==> src/rtl/mips_core_pkg.sv <==
// +----------------------------------------------------------------------+
// | mips_core_pkg                                                        |
// | Shared types and constants for the MIPS core issue stage.            |
// | Revision: 1.0                                                        |
// +----------------------------------------------------------------------+
`default_nettype none

package mips_core_pkg;

  localparam int SB_MAX_INFLIGHT_DEFAULT = 3;

  typedef logic [4:0] MipsReg;

  typedef enum logic [0:0] {
    SB_RUN   = 1'b0,
    SB_DRAIN = 1'b1
  } SbState;

  // Counter width able to hold 0..max_inflight.
  function automatic int sb_cnt_width(input int max_inflight);
    return $clog2(max_inflight + 1);
  endfunction

endpackage

`default_nettype wire

==> src/rtl/sb_counter.sv <==
// +----------------------------------------------------------------------+
// | sb_counter                                                           |
// | Saturating up/down outstanding-write counter for one register.       |
// | Revision: 1.0                                                        |
// +----------------------------------------------------------------------+
`default_nettype none

module sb_counter #(
  parameter int MAX_INFLIGHT = 3,
  parameter int WIDTH        = 2
) (
  input  logic             clk,
  input  logic             rst_n,
  input  logic             inc,
  input  logic             dec,
  output logic [WIDTH-1:0] cnt
);

  localparam logic [WIDTH-1:0] c_cnt_max = WIDTH'(MAX_INFLIGHT);

  logic [WIDTH-1:0] r_cnt;
  logic             w_nonzero;
  logic             w_up;
  logic             w_dn;

  assign w_nonzero = (r_cnt != '0);
  // A release of an empty counter is void, so a coincident increment still lands.
  assign w_up = inc && (r_cnt != c_cnt_max) && !(dec && w_nonzero);
  assign w_dn = dec && w_nonzero && !inc;

  always_ff @(posedge clk or negedge rst_n) begin
    if (!rst_n) begin
      r_cnt <= '0;
    end else if (w_up) begin
      r_cnt <= r_cnt + WIDTH'(1);
    end else if (w_dn) begin
      r_cnt <= r_cnt - WIDTH'(1);
    end
  end

  assign cnt = r_cnt;

endmodule

`default_nettype wire

==> src/rtl/issue_scoreboard.sv <==
// +----------------------------------------------------------------------+
// | issue_scoreboard                                                     |
// | Per-register outstanding-write scoreboard gating decode -> execute.  |
// | Option macro: SCOREBOARD_BYPASS_EN (same-cycle release bypass).      |
// | Revision: 1.0                                                        |
// +----------------------------------------------------------------------+
`default_nettype none

module issue_scoreboard
  import mips_core_pkg::*;
#(
  parameter int MAX_INFLIGHT = SB_MAX_INFLIGHT_DEFAULT
) (
  input  logic       clk,
  input  logic       rst_n,
  input  logic       dec_valid,
  input  logic       dec_uses_rs,
  input  logic [4:0] dec_rs_addr,
  input  logic       dec_uses_rt,
  input  logic [4:0] dec_rt_addr,
  input  logic       dec_uses_rw,
  input  logic [4:0] dec_rw_addr,
  output logic       dec_ready,
  output logic       issue_valid,
  input  logic       issue_ready,
  input  logic       rel_valid,
  input  logic [4:0] rel_addr,
  input  logic       flush,
  input  logic       drain_req,
  output logic       drained,
  output logic [7:0] inflight,
  output logic       sb_error
);

  localparam int               c_cnt_w   = sb_cnt_width(MAX_INFLIGHT);
  localparam logic [c_cnt_w-1:0] c_cnt_max = c_cnt_w'(MAX_INFLIGHT);

  SbState             r_state;
  logic [7:0]         r_inflight;
  logic               r_sb_error;

  logic [c_cnt_w-1:0] w_cnt [32];
  logic [31:1]        w_inc_vec;
  logic [31:1]        w_dec_vec;

  logic [c_cnt_w-1:0] w_rs_cnt;
  logic [c_cnt_w-1:0] w_rt_cnt;
  logic [c_cnt_w-1:0] w_rw_cnt;
  logic [c_cnt_w-1:0] w_rel_cnt;
  logic               w_rs_clear;
  logic               w_rt_clear;
  logic               w_hazard;
  logic               w_fire;
  logic               w_inc_en;
  logic               w_rel_hit;
  logic               w_rel_ok;
  logic               w_underflow;

  assign w_cnt[0] = '0;

  generate
    for (genvar gi = 1; gi < 32; gi++) begin : g_counter
      assign w_inc_vec[gi] = w_inc_en && (dec_rw_addr == MipsReg'(gi));
      assign w_dec_vec[gi] = w_rel_ok && (rel_addr == MipsReg'(gi));

      sb_counter #(
        .MAX_INFLIGHT (MAX_INFLIGHT),
        .WIDTH        (c_cnt_w)
      ) u_cnt (
        .clk   (clk),
        .rst_n (rst_n),
        .inc   (w_inc_vec[gi]),
        .dec   (w_dec_vec[gi]),
        .cnt   (w_cnt[gi])
      );
    end
  endgenerate

  assign w_rs_cnt  = w_cnt[dec_rs_addr];
  assign w_rt_cnt  = w_cnt[dec_rt_addr];
  assign w_rw_cnt  = w_cnt[dec_rw_addr];
  assign w_rel_cnt = w_cnt[rel_addr];

`ifdef SCOREBOARD_BYPASS_EN
  localparam logic [c_cnt_w-1:0] c_cnt_one = c_cnt_w'(1);
  // The last outstanding writer retiring this cycle frees its readers now.
  assign w_rs_clear = (w_rs_cnt == '0) ||
                      ((w_rs_cnt == c_cnt_one) && rel_valid && (rel_addr == dec_rs_addr));
  assign w_rt_clear = (w_rt_cnt == '0) ||
                      ((w_rt_cnt == c_cnt_one) && rel_valid && (rel_addr == dec_rt_addr));
`else
  assign w_rs_clear = (w_rs_cnt == '0);
  assign w_rt_clear = (w_rt_cnt == '0);
`endif

  assign w_hazard = (dec_uses_rs && !w_rs_clear) ||
                    (dec_uses_rt && !w_rt_clear) ||
                    (dec_uses_rw && (w_rw_cnt == c_cnt_max));

  assign issue_valid = rst_n && dec_valid && !w_hazard && !flush && (r_state == SB_RUN);
  assign w_fire      = issue_valid && issue_ready;
  assign dec_ready   = w_fire;

  assign w_inc_en    = w_fire && dec_uses_rw && (dec_rw_addr != '0);
  assign w_rel_hit   = rel_valid && (rel_addr != '0);
  assign w_rel_ok    = w_rel_hit && (w_rel_cnt != '0);
  assign w_underflow = w_rel_hit && (w_rel_cnt == '0);

  // Running total tracks exactly the net change applied to the counters.
  always_ff @(posedge clk or negedge rst_n) begin
    if (!rst_n) begin
      r_inflight <= '0;
      r_sb_error <= 1'b0;
    end else begin
      r_inflight <= r_inflight + 8'(w_inc_en) - 8'(w_rel_ok);
      r_sb_error <= r_sb_error || w_underflow;
    end
  end

  always_ff @(posedge clk or negedge rst_n) begin
    if (!rst_n) begin
      r_state <= SB_RUN;
    end else begin
      case (r_state)
        SB_RUN: begin
          if (drain_req) r_state <= SB_DRAIN;
        end
        SB_DRAIN: begin
          if (!drain_req && (r_inflight == '0)) r_state <= SB_RUN;
        end
        default: r_state <= SB_RUN;
      endcase
    end
  end

  assign drained  = (r_state == SB_DRAIN) && (r_inflight == '0);
  assign inflight = r_inflight;
  assign sb_error = r_sb_error;

endmodule

`default_nettype wire

==> config.mk <==
export PLATFORM = sky130hd
export DESIGN_NAME = issue_scoreboard
export DESIGN_NICKNAME = d
export VERILOG_FILES = /design/src/rtl/mips_core_pkg.sv /design/src/rtl/sb_counter.sv /design/src/rtl/issue_scoreboard.sv
export SDC_FILE = /design/constraint.sdc
export NUM_CORES = 1
export LEC_CHECK = 0
export ABC_AREA = 1
export CORE_MARGIN = 8
export CORE_UTILIZATION = 50
export DETAILED_ROUTE_END_ITERATION = 10
export PLACE_DENSITY = 0.69
export SLEW_MARGIN = 20
export SYNTH_ARGS = -nofsm -noshare
export SYNTH_HDL_FRONTEND = slang
export SYNTH_SLANG_ARGS = --single-unit
==> constraint.sdc <==
create_clock -name clk -period 4.25 [get_ports clk]
set_input_delay 1.0625 -clock clk [delete_from_list [all_inputs] [get_ports clk]]
set_output_delay 1.0625 -clock clk [all_outputs]
set_load 0.01 [all_outputs]
### Yosys cells after proc, flatten, opt, wreduce, memory -nomap -nowiden

Cells that the tools add are included.

| storage, ports and cells | value |
|---|---|
| memory bits (writable) | 0 |
| input port bits | 30 |
| ROM bits | 0 |
| output and inout bits | 12 |
| bits in latches | 0 |
| memories | 0 |
| logic and storage cells | 618 |
| bits in registers | 72 |

| operators by class | value |
|---|---|
| reductions and logical operators | 340 |
| shifts and indexed selects | 0 |
| bitwise operators | 5 |
| div/mod/pow operators | 0 |
| order comparisons | 4 |
| $mul | 0 |
| multiplexer cells | 77 |
| equal/unequal tests | 94 |
| $add $sub $neg | 64 |

Operators with widths:

| cell | number |
|---|---|
| 1-bit logical AND | 201 |
| 5-bit equality test, second input constant | 32 |
| 2-bit 2-to-1 mux | 70 |
| 2-bit nonzero test | 63 |
| 5-bit by 4-bit equality test with 1-bit output, second input constant | 16 |
| 1-bit zero test | 67 |
| 2-bit by 1-bit adder with 2-bit output, second input constant | 31 |
| 2-bit inequality test, second input constant | 31 |
| 2-bit by 1-bit subtractor with 2-bit output, second input constant | 31 |
| 2-bit binary-select mux with 5-bit select | 4 |
| 5-bit by 3-bit equality test with 1-bit output, second input constant | 8 |
| 6-bit >= comparator, second input constant | 4 |
| 5-bit inverter with 6-bit output | 4 |
| 5-bit by 2-bit equality test with 1-bit output, second input constant | 4 |
| 5-bit by 1-bit equality test with 1-bit output, second input constant | 2 |
| 5-bit nonzero test | 2 |
| 8-bit by 1-bit adder with 8-bit output | 1 |
| 8-bit zero test | 1 |
| 8-bit by 1-bit subtractor with 8-bit output | 1 |
| 2-bit zero test | 3 |
| 1-bit logical OR | 3 |
| 2-bit equality test, second input constant | 1 |
| 1-bit 2-to-1 mux | 2 |
| 1-bit one-hot mux with 2 select lines | 1 |
| 1-bit inverter | 1 |

### Longest topological paths before layout

| logic depth | value |
|---|---|
| depth in word-level cells | 21 |
| gate-level depth with buffers | 28 |
| depth with buffers taken out | 26 |

### By module

A second synthesis with hierarchy kept.

| second synthesis, totals | value |
|---|---|
| cell total of the unflattened synthesis | 1,104 |
| area, all modules | 6,792.8 sq um |

Modules (own cells, without submodules):

| module | area an instance (sq um) | instances | sequential area each (sq um) | cells each |
|---|---|---|---|---|
| sb_counter | 118.9 | 31 | 50.0 | 16 |
| issue_scoreboard | 3,108.0 | 1 | 250.2 | 608 |

### Worst setup path before layout

Ideal clock, no wire load.

| timing path | value |
|---|---|
| path type | in2reg |
| start point | input dec_rw_addr[0] |
| end point | register r_inflight[6] (netlist: inflight[6]) |
| arrival time | 3,841 ps |
| buffers on the path | 2 |
| cell stages on the path | 26 |
| data required time | 4,171 ps |
| library setup time | 79 ps |
| path slack | 330 ps |
| cell sequence | buf_4 > buf_2 > nand2_1 > o21ai_0 > nand2_1 > nand2_1 > nand2_1 > nand2_1 > o21ai_1 > nand2_1 > nand3_1 > nand2_2 > nor2_8 > nand3_4 > ha_1 > inv_1 > ha_1 > fa_1 > a21oi_1 > nor2_1 > nor2_1 > nor2_1 > nor2_1 > nor2_1 > nor2_1 > xor2_1 |

| on the way | value |
|---|---|
| cells in the longest elaborated chain, start to end | 16 |
| elaborated cells between the ends (all ways) | 17 |
| those cells by class | add/sub: 2; eq/ne: 1; mux: 3; bitwise: 1; reduce/logical: 10 |

RTL lines:

| what | RTL line | text |
|---|---|---|
| from (decl) | issue_scoreboard.sv:22 | `input logic [4:0] dec_rw_addr,` |
| 5-bit inverter with 6-bit output (implied by the code) | issue_scoreboard.sv:81 | `assign w_rw_cnt = w_cnt[dec_rw_addr];` |
| 2-bit binary-select mux with 5-bit select | issue_scoreboard.sv:81 |  |
| 2-bit 2-to-1 mux (implied by the code) (2 in a row) | issue_scoreboard.sv:81 |  |
| 2-bit equality test | issue_scoreboard.sv:98 | `(dec_uses_rw && (w_rw_cnt == c_cnt_max));` |
| 1-bit logical AND | issue_scoreboard.sv:98 |  |
| 1-bit logical OR | issue_scoreboard.sv:97 | `(dec_uses_rt && !w_rt_clear) \|\|` |
| 1-bit zero test | issue_scoreboard.sv:100 | `assign issue_valid = rst_n && dec_valid && !w_hazard && !flush && (r_state == SB_RUN);` |
| 1-bit logical AND (3 in a row) | issue_scoreboard.sv:100 |  |
| net issue_valid | issue_scoreboard.sv:24 | `output logic issue_valid,` |
| 1-bit logical AND | issue_scoreboard.sv:101 | `assign w_fire = issue_valid && issue_ready;` |
| 1-bit logical AND (2 in a row) | issue_scoreboard.sv:104 | `assign w_inc_en = w_fire && dec_uses_rw && (dec_rw_addr != '0);` |
| 8-bit by 1-bit adder with 8-bit output | issue_scoreboard.sv:115 | `r_inflight <= r_inflight + 8'(w_inc_en) - 8'(w_rel_ok);` |
| 8-bit by 1-bit subtractor with 8-bit output | issue_scoreboard.sv:115 |  |
| to (signal assigned) | issue_scoreboard.sv:115 |  |
| to (decl) | issue_scoreboard.sv:39 | `logic [7:0] r_inflight;` |

The timed path passes the listed nets, and every way through them passes these cells. The select of a mux whose other input is x is not followed.
A chain may end at the register's enable or synchronous reset.

### Final worst setup path

| timing path | value |
|---|---|
| start point | input dec_rw_addr[2] |
| end point | output issue_valid |

| on the way | value |
|---|---|
| cells in the longest elaborated chain, start to end | 11 |

RTL lines:

| what | RTL line |
|---|---|
| 5-bit inverter with 6-bit output (implied by the code) | issue_scoreboard.sv:81 |
| 2-bit binary-select mux with 5-bit select | issue_scoreboard.sv:81 |
| 2-bit 2-to-1 mux (implied by the code) (2 in a row) | issue_scoreboard.sv:81 |
| 2-bit equality test | issue_scoreboard.sv:98 |
| 1-bit logical AND | issue_scoreboard.sv:98 |
| 1-bit logical OR | issue_scoreboard.sv:97 |
| 1-bit zero test | issue_scoreboard.sv:100 |
| 1-bit logical AND (3 in a row) | issue_scoreboard.sv:100 |
| to (decl) | issue_scoreboard.sv:24 |

No other way between the ends. The select of a mux whose other input is x is not followed.

==> metrics.txt <==
worst hold path depth=1; reg2reg end=inflight[6]$_DFF_PN0_; Die X=129.5 µm; final WL=24.00 mm; Cell Rows=41; root buffer cell=clkbuf_16; fin area=0.007876 mm²; Net Count, Synth=1,174; Fin Hold WS=0.4591 ns; CP delay by family, top=buffers and inverters; max_cap viols=0; Leak=0.004217 µW; Critical Path Source Type=input pin; Num CTS Buffers=9; status=complete, no violations; Commonest cells post-synth=490 x nand2_1, 145 x nor2_1, 128 x inv_1; Final GP Congestion=1.031; CTS tree=yes; cell area after synthesis=0.006439 mm²; placed inst area=0.007512 mm²; slew margin rel.=0.6093; WP data arrival=3.00 ns; Async S/R FF share, synth=1.000; largest cells by area after synthesis=nand2_1 29%, dfrtp_1 28%, nor2_1 8.5%, inv_1 7.5%, nand3_1 6.3%; crit-path max FO=5; Post-synth EDFFs=0; Tot GR Track Use=0.2932; min setup slack post-route=0.1882 ns; Main synth FF type=dfrtp_1; diode count=0; Post-DP HPWL=18.84 mm; via count=7,622; final design utilization=0.6241; Place WS=-0.4078 ns; Tcrit/Tclk final=0.9557; Routed Antenna Nets=0; Iteration-0 DRC Markers=891; Yosys top cell area share=0.2857; worst skew pair latency=0.35 ns; antenna violations before repair=0; critical path, cell by cell=clkdlybuf4s50_1 > inv_1 > nor2_1 > nand2_1 > nand2_1 > o21ai_1 > nand2_1 > nand3_1 > nand2_4 > nor2_8 > buf_4 > dlygate4sd2_1; largest stage delay on the critical path=0.57 ns; Slew @ Worst Pin=0.5816 ns; worst reg2reg setup slack=0.74 ns; largest area contributor in the netlist=nand2_1; cell count after synthesis=1,132; Worst Setup Path Type=input pin to primary output; Peak VDD IR=0.3660 mV; register bit total from synthesis=72; global-route wire length before repair=37.32 mm; Final setup viols=0; Ports=42; htree depth=3; fin nets=1,278; Wirelength per Cell=16.98 µm; core area=0.01262 mm²; Yosys Warn Count=0; vias per inst=5.394; Hold EP=sb_error$_DFF_PN0_; gr ovfl total=0; synthesis-to-finish area growth=22.33%; RR Startpoint=g_counter[27].u_cnt.cnt[0]$_DFFE_PN0P_; DRT Pass-1 Iters=9; fin. max-slew vios=0; number of global-route vias before repair=6,964; CP max stage cell=clkdlybuf4s50_1; Worst Skew=0.007200 ns; PD cells=371.3 mW/mm²; Initial Util=0.5102; layout cells sized above 1=0.09911; CTS Buffer Depth=2; Hold-fix buffers, CTS=0; critical path endpoint category=primary output; most frequent CP cell=nand2_1; Final Power=2925 µW; minimum clock period=4.062 ns; Max Fclk=0.2462 GHz; most numerous cell in the Yosys netlist=nand2_1; clk sinks=72; IO Port Bufs=41; drt drc=0; Distinct cells, synth=37; sequential share of the synthesized area=0.2798; HP Start=sb_error$_DFF_PN0_; synthesized area per cell=5.688 µm²; Die H=129.5 µm; Hold Crit Class=register to register; R2R depth=24; CP bufs+invs=4; Req. time, crit path=3.19 ns; pin count of the biggest net entering global routing=43; final hold violations=0; clock-pin slew on the worst setup and hold paths=0.06 ns; die area=0.01677 mm²
placed cells by master (no fill, tap or decap), types with 3 or more instances in the layout:
cell type          n
o21ai_0           39
dlygate4sd2_1      4
nand4_1           25
clkbuf_2           3
nand2_2            4
buf_4             76
nand3_2            3
o211ai_1           3
nor2_4             3
ha_1              11
clkdlybuf4s50_1   31
nor2_1           145
a21boi_1           7
nand3b_1          14
inv_1            128
a21oi_1           33
nand2_4            3
clkbuf_16          9
nand3_1           78
o21ai_1            9
inv_2              6
dfrtp_1           72
xor2_1             5
nor3_1            14
nand2_1          487
report_power, final:
group | leakage [µW] | switching (µW) | internal, µW
Combinational | 0.00312 | 668 | 479
Sequential | 0.000930 | 124 | 797
Clock | 0.000163 | 323 | 533
area by class of cell:
type | count | area, µm²
inverters | 137 | 516.7
clock buffers | 10 | 239.0
flip-flops and latches | 72 | 1802
fillers | 1306 | 4743
multi-input cells | 898 | 4025
clock inverters | 6 | 91.34
repair buffers | 118 | 987.2
well taps | 172 | 215.2
metal layers:
metal | up-vias | GRT usage | routed length, µm
met5 | - | 0 | 0
met4 | 0 | 0.1291 | 1006
met3 | 73 | 0.08135 | 2415
met2 | 376 | 0.4498 | 10380
met1 | 3429 | 0.3779 | 10200
li1 | 3744 | - | -
sequential cells by signal (all words and copies together) (netlist names):
register             cells
r_state                  1
g_counter.u_cnt.cnt     62
inflight                 8
sb_error                 1
cell families (layout without fill, tap and decap cells):
family,count (synthesis),in the layout,share of synthesized area
and+or+nand+nor,783,783,0.5043
buffers and inverters,162,271,0.1016
AOI/OAI and AO/OA,97,97,0.08162
DFF,72,72,0.2798
adders and majority gates,12,12,0.02448
xor gates and xnor gates,6,6,0.008162
worst max-delay path by stage:
stage / start / end / depth (start not counted)
after floorplan: dec_rw_addr[0] / inflight[6]$_DFF_PN0_ / 26
after global placement: dec_rw_addr[0] / inflight[6]$_DFF_PN0_ / 25
after detailed placement: dec_rw_addr[0] / inflight[6]$_DFF_PN0_ / 25
after CTS: rel_addr[0] / inflight[6]$_DFF_PN0_ / 22
after global routing: rel_addr[1] / inflight[6]$_DFF_PN0_ / 22
final: dec_rw_addr[2] / issue_valid / 12
timing repair:
item | CTS | global route
setup buffers | 0 | 0
hold endpoints to repair | 0 | 0
setup endpoints to repair | 3 | 4
gates resized for setup | 12 | 15
pin swaps | 0 | 3
metrics by stage:
step	setup TNS [ns]	cells
final	0	1413
after global routing	-0.005226	1413
after detailed placement	-1.728	1397
after global placement	-1.612	1397
after CTS	0	1413
after floorplan	0	1132
No activity file was read; power rests on OpenSTA's default activity.
